## src/rtl/da_pkg.sv

```systemverilog
// Shared constants and encodings for the DAC-side interpolator.
package da_pkg;

  localparam int unsigned DW = 16;
  localparam int unsigned KW = 3;

  // Upsampling ratio selected by cfg_itp[1:0]; the value is also the shift amount.
  typedef enum logic [1:0] {
    ITP_X1 = 2'd0,
    ITP_X2 = 2'd1,
    ITP_X4 = 2'd2,
    ITP_X8 = 2'd3
  } itp_e;

  typedef enum logic [1:0] {
    EMPTY = 2'd0,
    FILL  = 2'd1,
    RUN   = 2'd2,
    UNDR  = 2'd3
  } state_e;

  // Last interpolation phase (N-1) for a given ratio.
  function automatic logic [KW-1:0] k_last(input itp_e mode);
    case (mode)
      ITP_X1:  k_last = KW'(0);
      ITP_X2:  k_last = KW'(1);
      ITP_X4:  k_last = KW'(3);
      default: k_last = KW'(7);
    endcase
  endfunction

endpackage

```

## src/rtl/da_interp_alu.sv

```systemverilog
// Linear interpolation datapath: out = prev + floor((cur - prev) * k / 2^s).
module da_interp_alu #(
  parameter int unsigned DW = 16,
  parameter int unsigned KW = 3
) (
  input  logic [DW-1:0] prev,
  input  logic [DW-1:0] cur,
  input  logic [KW-1:0] k,
  input  logic [1:0]    s,
  output logic [DW-1:0] out
);

  // Signed difference is DW+1 bits, zero-extended k is KW+1 bits.
  localparam int unsigned PW = DW + KW + 2;

  logic signed [DW:0]   diff;
  logic signed [PW-1:0] prod;
  logic signed [PW-1:0] step;

  // Result always lies between prev and cur, so plain truncation is exact.
  always_comb begin
    diff = $signed({1'b0, cur}) - $signed({1'b0, prev});
    prod = PW'(diff) * $signed(PW'({1'b0, k}));
    step = prod >>> s;
    out  = DW'(PW'(prev) + step);
  end

endmodule

```

## src/rtl/da_interp.sv

```systemverilog
// DAC-rate interpolator: one-entry input hold register, linear upsampling x1..x8,
// one output per DAC tick, sticky underrun flag.
module da_interp #(
  parameter int unsigned DW = 16,
  parameter int unsigned KW = 3
) (
  input  logic          clk_sys,
  input  logic          rst_n,
  input  logic [DW-1:0] da_data_i,
  input  logic          da_vld_i,
  output logic          da_rdy_o,
  input  logic          da_tick_i,
  output logic [DW-1:0] da_data_o,
  output logic          da_vld_o,
  input  logic [7:0]    cfg_itp,
  input  logic          clr_undr_i,
  output logic          undr_o
);

  import da_pkg::*;

  state_e        state;
  itp_e          mode_r;
  logic [DW-1:0] prev;
  logic [DW-1:0] cur;
  logic [DW-1:0] hold;
  logic          hold_vld;
  logic [KW-1:0] k;
  logic [DW-1:0] alu_out;
  logic          k_end;
  logic          consume;
  logic          cfg_unused;

  // Reserved configuration bits have no function.
  assign cfg_unused = ^cfg_itp[7:2];

  assign k_end = (k == k_last(mode_r));

  da_interp_alu #(
    .DW(DW),
    .KW(KW)
  ) u_alu (
    .prev(prev),
    .cur (cur),
    .k   (k),
    .s   (mode_r),
    .out (alu_out)
  );

  // Decide whether the FSM takes the held sample this cycle.
  always_comb begin
    consume = 1'b0;
    case (state)
      EMPTY, FILL, UNDR: consume = hold_vld;
      RUN:               consume = hold_vld & da_tick_i & k_end;
      default:           consume = 1'b0;
    endcase
  end

  // Hold register with registered ready; consume and accept are mutually exclusive.
  always_ff @(posedge clk_sys or negedge rst_n) begin
    if (!rst_n) begin
      hold     <= '0;
      hold_vld <= 1'b0;
      da_rdy_o <= 1'b1;
    end else if (consume) begin
      hold_vld <= 1'b0;
      da_rdy_o <= 1'b1;
    end else if (da_vld_i && da_rdy_o) begin
      hold     <= da_data_i;
      hold_vld <= 1'b1;
      da_rdy_o <= 1'b0;
    end
  end

  // Sample-pair FSM with registered output sample and strobe.
  always_ff @(posedge clk_sys or negedge rst_n) begin
    if (!rst_n) begin
      state     <= EMPTY;
      mode_r    <= ITP_X1;
      prev      <= '0;
      cur       <= '0;
      k         <= '0;
      da_data_o <= '0;
      da_vld_o  <= 1'b0;
    end else begin
      da_vld_o <= 1'b0;
      case (state)
        EMPTY: begin
          mode_r <= itp_e'(cfg_itp[1:0]);
          if (hold_vld) begin
            prev  <= hold;
            state <= FILL;
          end
        end
        FILL: begin
          if (hold_vld) begin
            cur   <= hold;
            k     <= '0;
            state <= RUN;
          end
        end
        RUN: begin
          if (da_tick_i) begin
            da_data_o <= alu_out;
            da_vld_o  <= 1'b1;
            if (!k_end) begin
              k <= k + KW'(1);
            end else if (hold_vld) begin
              prev   <= cur;
              cur    <= hold;
              k      <= '0;
              mode_r <= itp_e'(cfg_itp[1:0]);
            end else begin
              state <= UNDR;
            end
          end
        end
        UNDR: begin
          // A tick here repeats the old cur even if a new pair is loaded this cycle.
          if (da_tick_i) begin
            da_data_o <= cur;
            da_vld_o  <= 1'b1;
          end
          if (hold_vld) begin
            prev   <= cur;
            cur    <= hold;
            k      <= '0;
            mode_r <= itp_e'(cfg_itp[1:0]);
            state  <= RUN;
          end
        end
        default: state <= EMPTY;
      endcase
    end
  end

  // Sticky underrun flag; a tick in UNDR takes priority over the clear.
  always_ff @(posedge clk_sys or negedge rst_n) begin
    if (!rst_n) begin
      undr_o <= 1'b0;
    end else if (state == UNDR && da_tick_i) begin
      undr_o <= 1'b1;
    end else if (clr_undr_i) begin
      undr_o <= 1'b0;
    end
  end

endmodule
```

## config.mk

```make
export PLATFORM = sky130hd
export DESIGN_NAME = da_interp
export DESIGN_NICKNAME = d
export VERILOG_FILES = /design/src/rtl/da_pkg.sv /design/src/rtl/da_interp_alu.sv /design/src/rtl/da_interp.sv
export SDC_FILE = /design/constraint.sdc
export NUM_CORES = 1
export LEC_CHECK = 0
export ABC_CLOCK_PERIOD_IN_PS = 5900
export CORE_ASPECT_RATIO = 0.75
export CORE_MARGIN = 1.5
export CORE_UTILIZATION = 40
export DETAILED_ROUTE_END_ITERATION = 12
export PLACE_DENSITY = 0.67
export SLEW_MARGIN = 25
export SYNTH_ARGS = -nofsm -noshare
export SYNTH_HDL_FRONTEND = slang
export SYNTH_SLANG_ARGS = --single-unit
```

## constraint.sdc

```tcl
create_clock -name clk_sys -period 5.9 [get_ports clk_sys]
set_clock_uncertainty 0.15 [all_clocks]
set_input_delay 1.18 -clock clk_sys [delete_from_list [all_inputs] [get_ports clk_sys]]
set_output_delay 1.18 -clock clk_sys [all_outputs]
set_load 0.02 [all_outputs]
```

==> flow_summary.toml <==
[outcome]
failed_checks = "setup timing"
status = "finished with violations"

[sta]
report.final.hold_viol_count = 0
finalWorstSetupSlack_ns = -0.602
post_route_minimum_period_ns = 6.50
grt_setup_unrepaired = "true"
slew_worst_pin_ns = 0.951
finalSetupViolations = 9
maxClockFrequency_ghz = 0.154
timing_max_transition_violations_final = 0
smallest_hold_slack_ns = 0.336
slew_headroom_pct = 36.5
final.period_utilization_pct = 110
fin_tns_setup_ns = -2.50

[logic_synthesis]
synth_fp_nets = 891
synth_cell_type_count = 64
post_synth_edffs = 0
post_synthesis_cell_area_sq_um = 6860
synth.yosys.warnings = 0
postSynthCellCount = 775
synth.yosys.seq_area_share_pct = 27.4
synth.ff_latch_count = 75
async_reset_ff_share_pct = 100
ys.flop_type = "sky130_fd_sc_hd__dfrtp_1"
syn_area_per_cell_sq_um = 8.85

[setup_path]
critPathKind = "reg -> reg"
critPathTopFamily = "compound AO/OA/AOI/OAI gates"
crit_arrival_ns = 6.62
critical_path_required_ns = 6.02
cp_num_buf_inv = 4
crit_path_max_incr_delay_ns = 0.52
end_kind = "register"
slack_of_the_worst_reg_to_reg_path_ns = -0.60
timing.critical_path.slowest_stage_cell = "sky130_fd_sc_hd__or4_4"
worst-path-max-fanout = 4
startpoint_type = "register"

[routing]
total_vias_in_the_final_route = 6230
drtPass1Iterations = 5
drc_errors = 0
antenna_viol_nets_final = 0
drt-wirelength-per-cell_microns = 15.3
post_drt_via_cell_ratio = 5.22
total_routed_wirelength_mm = 18.2
drtIter0Drc = 288

[clocking]
cts_root_buffer = "sky130_fd_sc_hd__clkbuf_16"
cts.clk_slew.worst_paths_ns = 0.06
cts_max_level = 3
tritoncts_num_sinks = 75
worstSkewPairLatency_ns = 0.34
max-clock-path-buffers = 2
cts_hold_repair.buffers = 0
cts_inserted_buffers = 9
tritoncts = "yes"

[layout]
antenna_cells_inserted = 0
num-nets-final = 1089
final_common_cell = "sky130_fd_sc_hd__buf_4"
share_of_final_layout_standard_cells_stronger_than_drive_strength_1_pct = 35.2
final_cell_mix = "sky130_fd_sc_hd__buf_4, sky130_fd_sc_hd__inv_1, sky130_fd_sc_hd__dfrtp_1, sky130_fd_sc_hd__nand2_1, sky130_fd_sc_hd__ha_1"
layout_utilization_pct = 58.0
area_growth_pct = 42.3

[floorplan]
initial_cell_density_of_the_core_pct = 40.8
die_height_microns = 116
design.portCount = 48
fp.coreArea_sq_um = 16800
die_width_microns = 154
placement_rows = 41
die_area_sq_um = 18000

[grt]
grt_pass1_wl_mm = 27.6
maximum_number_of_pins_on_one_net_before_global_route_repair = 76
initial_antenna_violation_count = 0
all_layer_gr_usage_pct = 19.0
grt_pass1_vias = 5811
grt_overflow = 0

[hold_path]
min_path_type = "reg -> reg"

[run]
maxCapViolCount = 0

[place]
io_buffer_count = 41
gp_congestion = 0.869
post_detailed_placement_half_perimeter_wirelength_mm = 12.9
## repair_timing
item,4_1_cts,5_1_grt
pin swaps,31,65
buffers inserted,6,26
resized for setup,39,97
endpoints found under the setup margin,8,11
## synth_stat cells (3+ instances only)
master / instances / area share, %
sky130_fd_sc_hd__nand2b_1: 6 / 0.55
sky130_fd_sc_hd__mux2_1: 10 / 1.6
sky130_fd_sc_hd__mux2_2: 26 / 4.3
sky130_fd_sc_hd__nor2_1: 53 / 2.9
sky130_fd_sc_hd__clkbuf_1: 16 / 0.88
sky130_fd_sc_hd__buf_1: 6 / 0.33
sky130_fd_sc_hd__o31a_1: 3 / 0.38
sky130_fd_sc_hd__and2_1: 32 / 2.9
sky130_fd_sc_hd__or4_1: 3 / 0.33
sky130_fd_sc_hd__ha_1: 69 / 13
sky130_fd_sc_hd__and3_1: 3 / 0.27
sky130_fd_sc_hd__fa_1: 18 / 5.3
sky130_fd_sc_hd__a21o_1: 10 / 1.1
sky130_fd_sc_hd__a21oi_2: 3 / 0.38
sky130_fd_sc_hd__xor2_1: 13 / 1.7
sky130_fd_sc_hd__nor3_1: 7 / 0.51
sky130_fd_sc_hd__o21ai_1: 6 / 0.44
sky130_fd_sc_hd__o21a_1: 6 / 0.66
sky130_fd_sc_hd__or3_1: 3 / 0.27
sky130_fd_sc_hd__o31ai_1: 4 / 0.44
sky130_fd_sc_hd__a211oi_1: 4 / 0.44
sky130_fd_sc_hd__dfrtp_1: 74 / 27
sky130_fd_sc_hd__a31oi_1: 4 / 0.36
sky130_fd_sc_hd__mux2i_1: 41 / 6.0
sky130_fd_sc_hd__buf_2: 6 / 0.44
sky130_fd_sc_hd__o21bai_1: 3 / 0.33
sky130_fd_sc_hd__nand2_1: 55 / 3.0
sky130_fd_sc_hd__a22oi_1: 7 / 0.77
sky130_fd_sc_hd__inv_1: 85 / 4.6
sky130_fd_sc_hd__nand3_1: 12 / 0.88
sky130_fd_sc_hd__nor2b_1: 17 / 1.5
sky130_fd_sc_hd__a21oi_1: 66 / 4.8
sky130_fd_sc_hd__o211ai_1: 3 / 0.33
sky130_fd_sc_hd__o21ai_0: 40 / 2.9
sky130_fd_sc_hd__xnor2_1: 27 / 3.4
## routing by layer
layer	up-vias	track usage, %	routed length (microns)
li1	3070	-	-
met1	3009	26.1	8350
met2	124	31.2	8890
met3	27	3.53	694
met4	0	4.34	289
met5	-	0	0
## state kept, by name, summed over array words and instances, names as in the netlist
register,cells
prev,16
state,2
cur,16
mode_r,2
da_rdy_o,1
hold_vld,1
k,3
da_vld_o,1
hold,16
undr_o,1
da_data_o,16
## final cells by class
type / count / area (sq um)
Multi-Input combinational cell: 587 / 5230
Timing Repair Buffer: 215 / 1760
Tap cell: 215 / 269
Inverter: 85 / 322
Clock buffer: 10 / 239
Clock inverter: 6 / 62.6
Sequential cell: 75 / 1880
Fill cell: 1449 / 7070
## worst reg2reg max path, delay by kind of cell, from the launching register on
kind | cells | cell delay, ns
simple gates | 8 | 1.56
xor+xnor | 1 | 0.09
mux | 2 | 0.39
compound gates | 9 | 1.84
fa+ha+maj | 6 | 1.75
buf+inv | 4 | 0.30
flops | 1 | 0.38
## stage by stage
stage / cells / cell area, sq um / setup slack [ns]
finish: 1193 / 9760 / -0.602
global route: 1193 / 9760 / -0.863
CTS: 1168 / 9130 / -0.582
detailed placement: 1146 / 8590 / -0.685
global placement: 1146 / 8590 / -0.587
floorplan: 775 / 6960 / -0.145
## kinds of logic (layout without fill, tap and decap cells)
| kind of cell | Yosys count | after routing | synth area share (%) |
|---|---|---|---|
| compound gates | 181 | 181 | 17.0 |
| xor+xnor | 40 | 40 | 5.11 |
| fa+ha+maj | 87 | 87 | 17.8 |
| buf+inv | 113 | 316 | 6.29 |
| flops | 75 | 75 | 27.4 |
| mux | 78 | 78 | 12.2 |
| simple gates | 201 | 201 | 14.2 |
## path summary, 6_finish.rpt
check                      cells past startpoint          from            end
setup / recovery                              30        cur[0]  da_data_o[15]
hold / removal                                 2  da_data_o[8]   da_data_o[8]
setup reg to reg                              30        cur[0]  da_data_o[15]
hold reg to reg                                2  da_data_o[8]   da_data_o[8]
max in group asynchronous                      1         rst_n        prev[1]
min in group asynchronous                      1         rst_n  da_data_o[15]
Power is not shown: default switching activity piles up to over one toggle a cycle in this logic, so the estimate is an artifact.
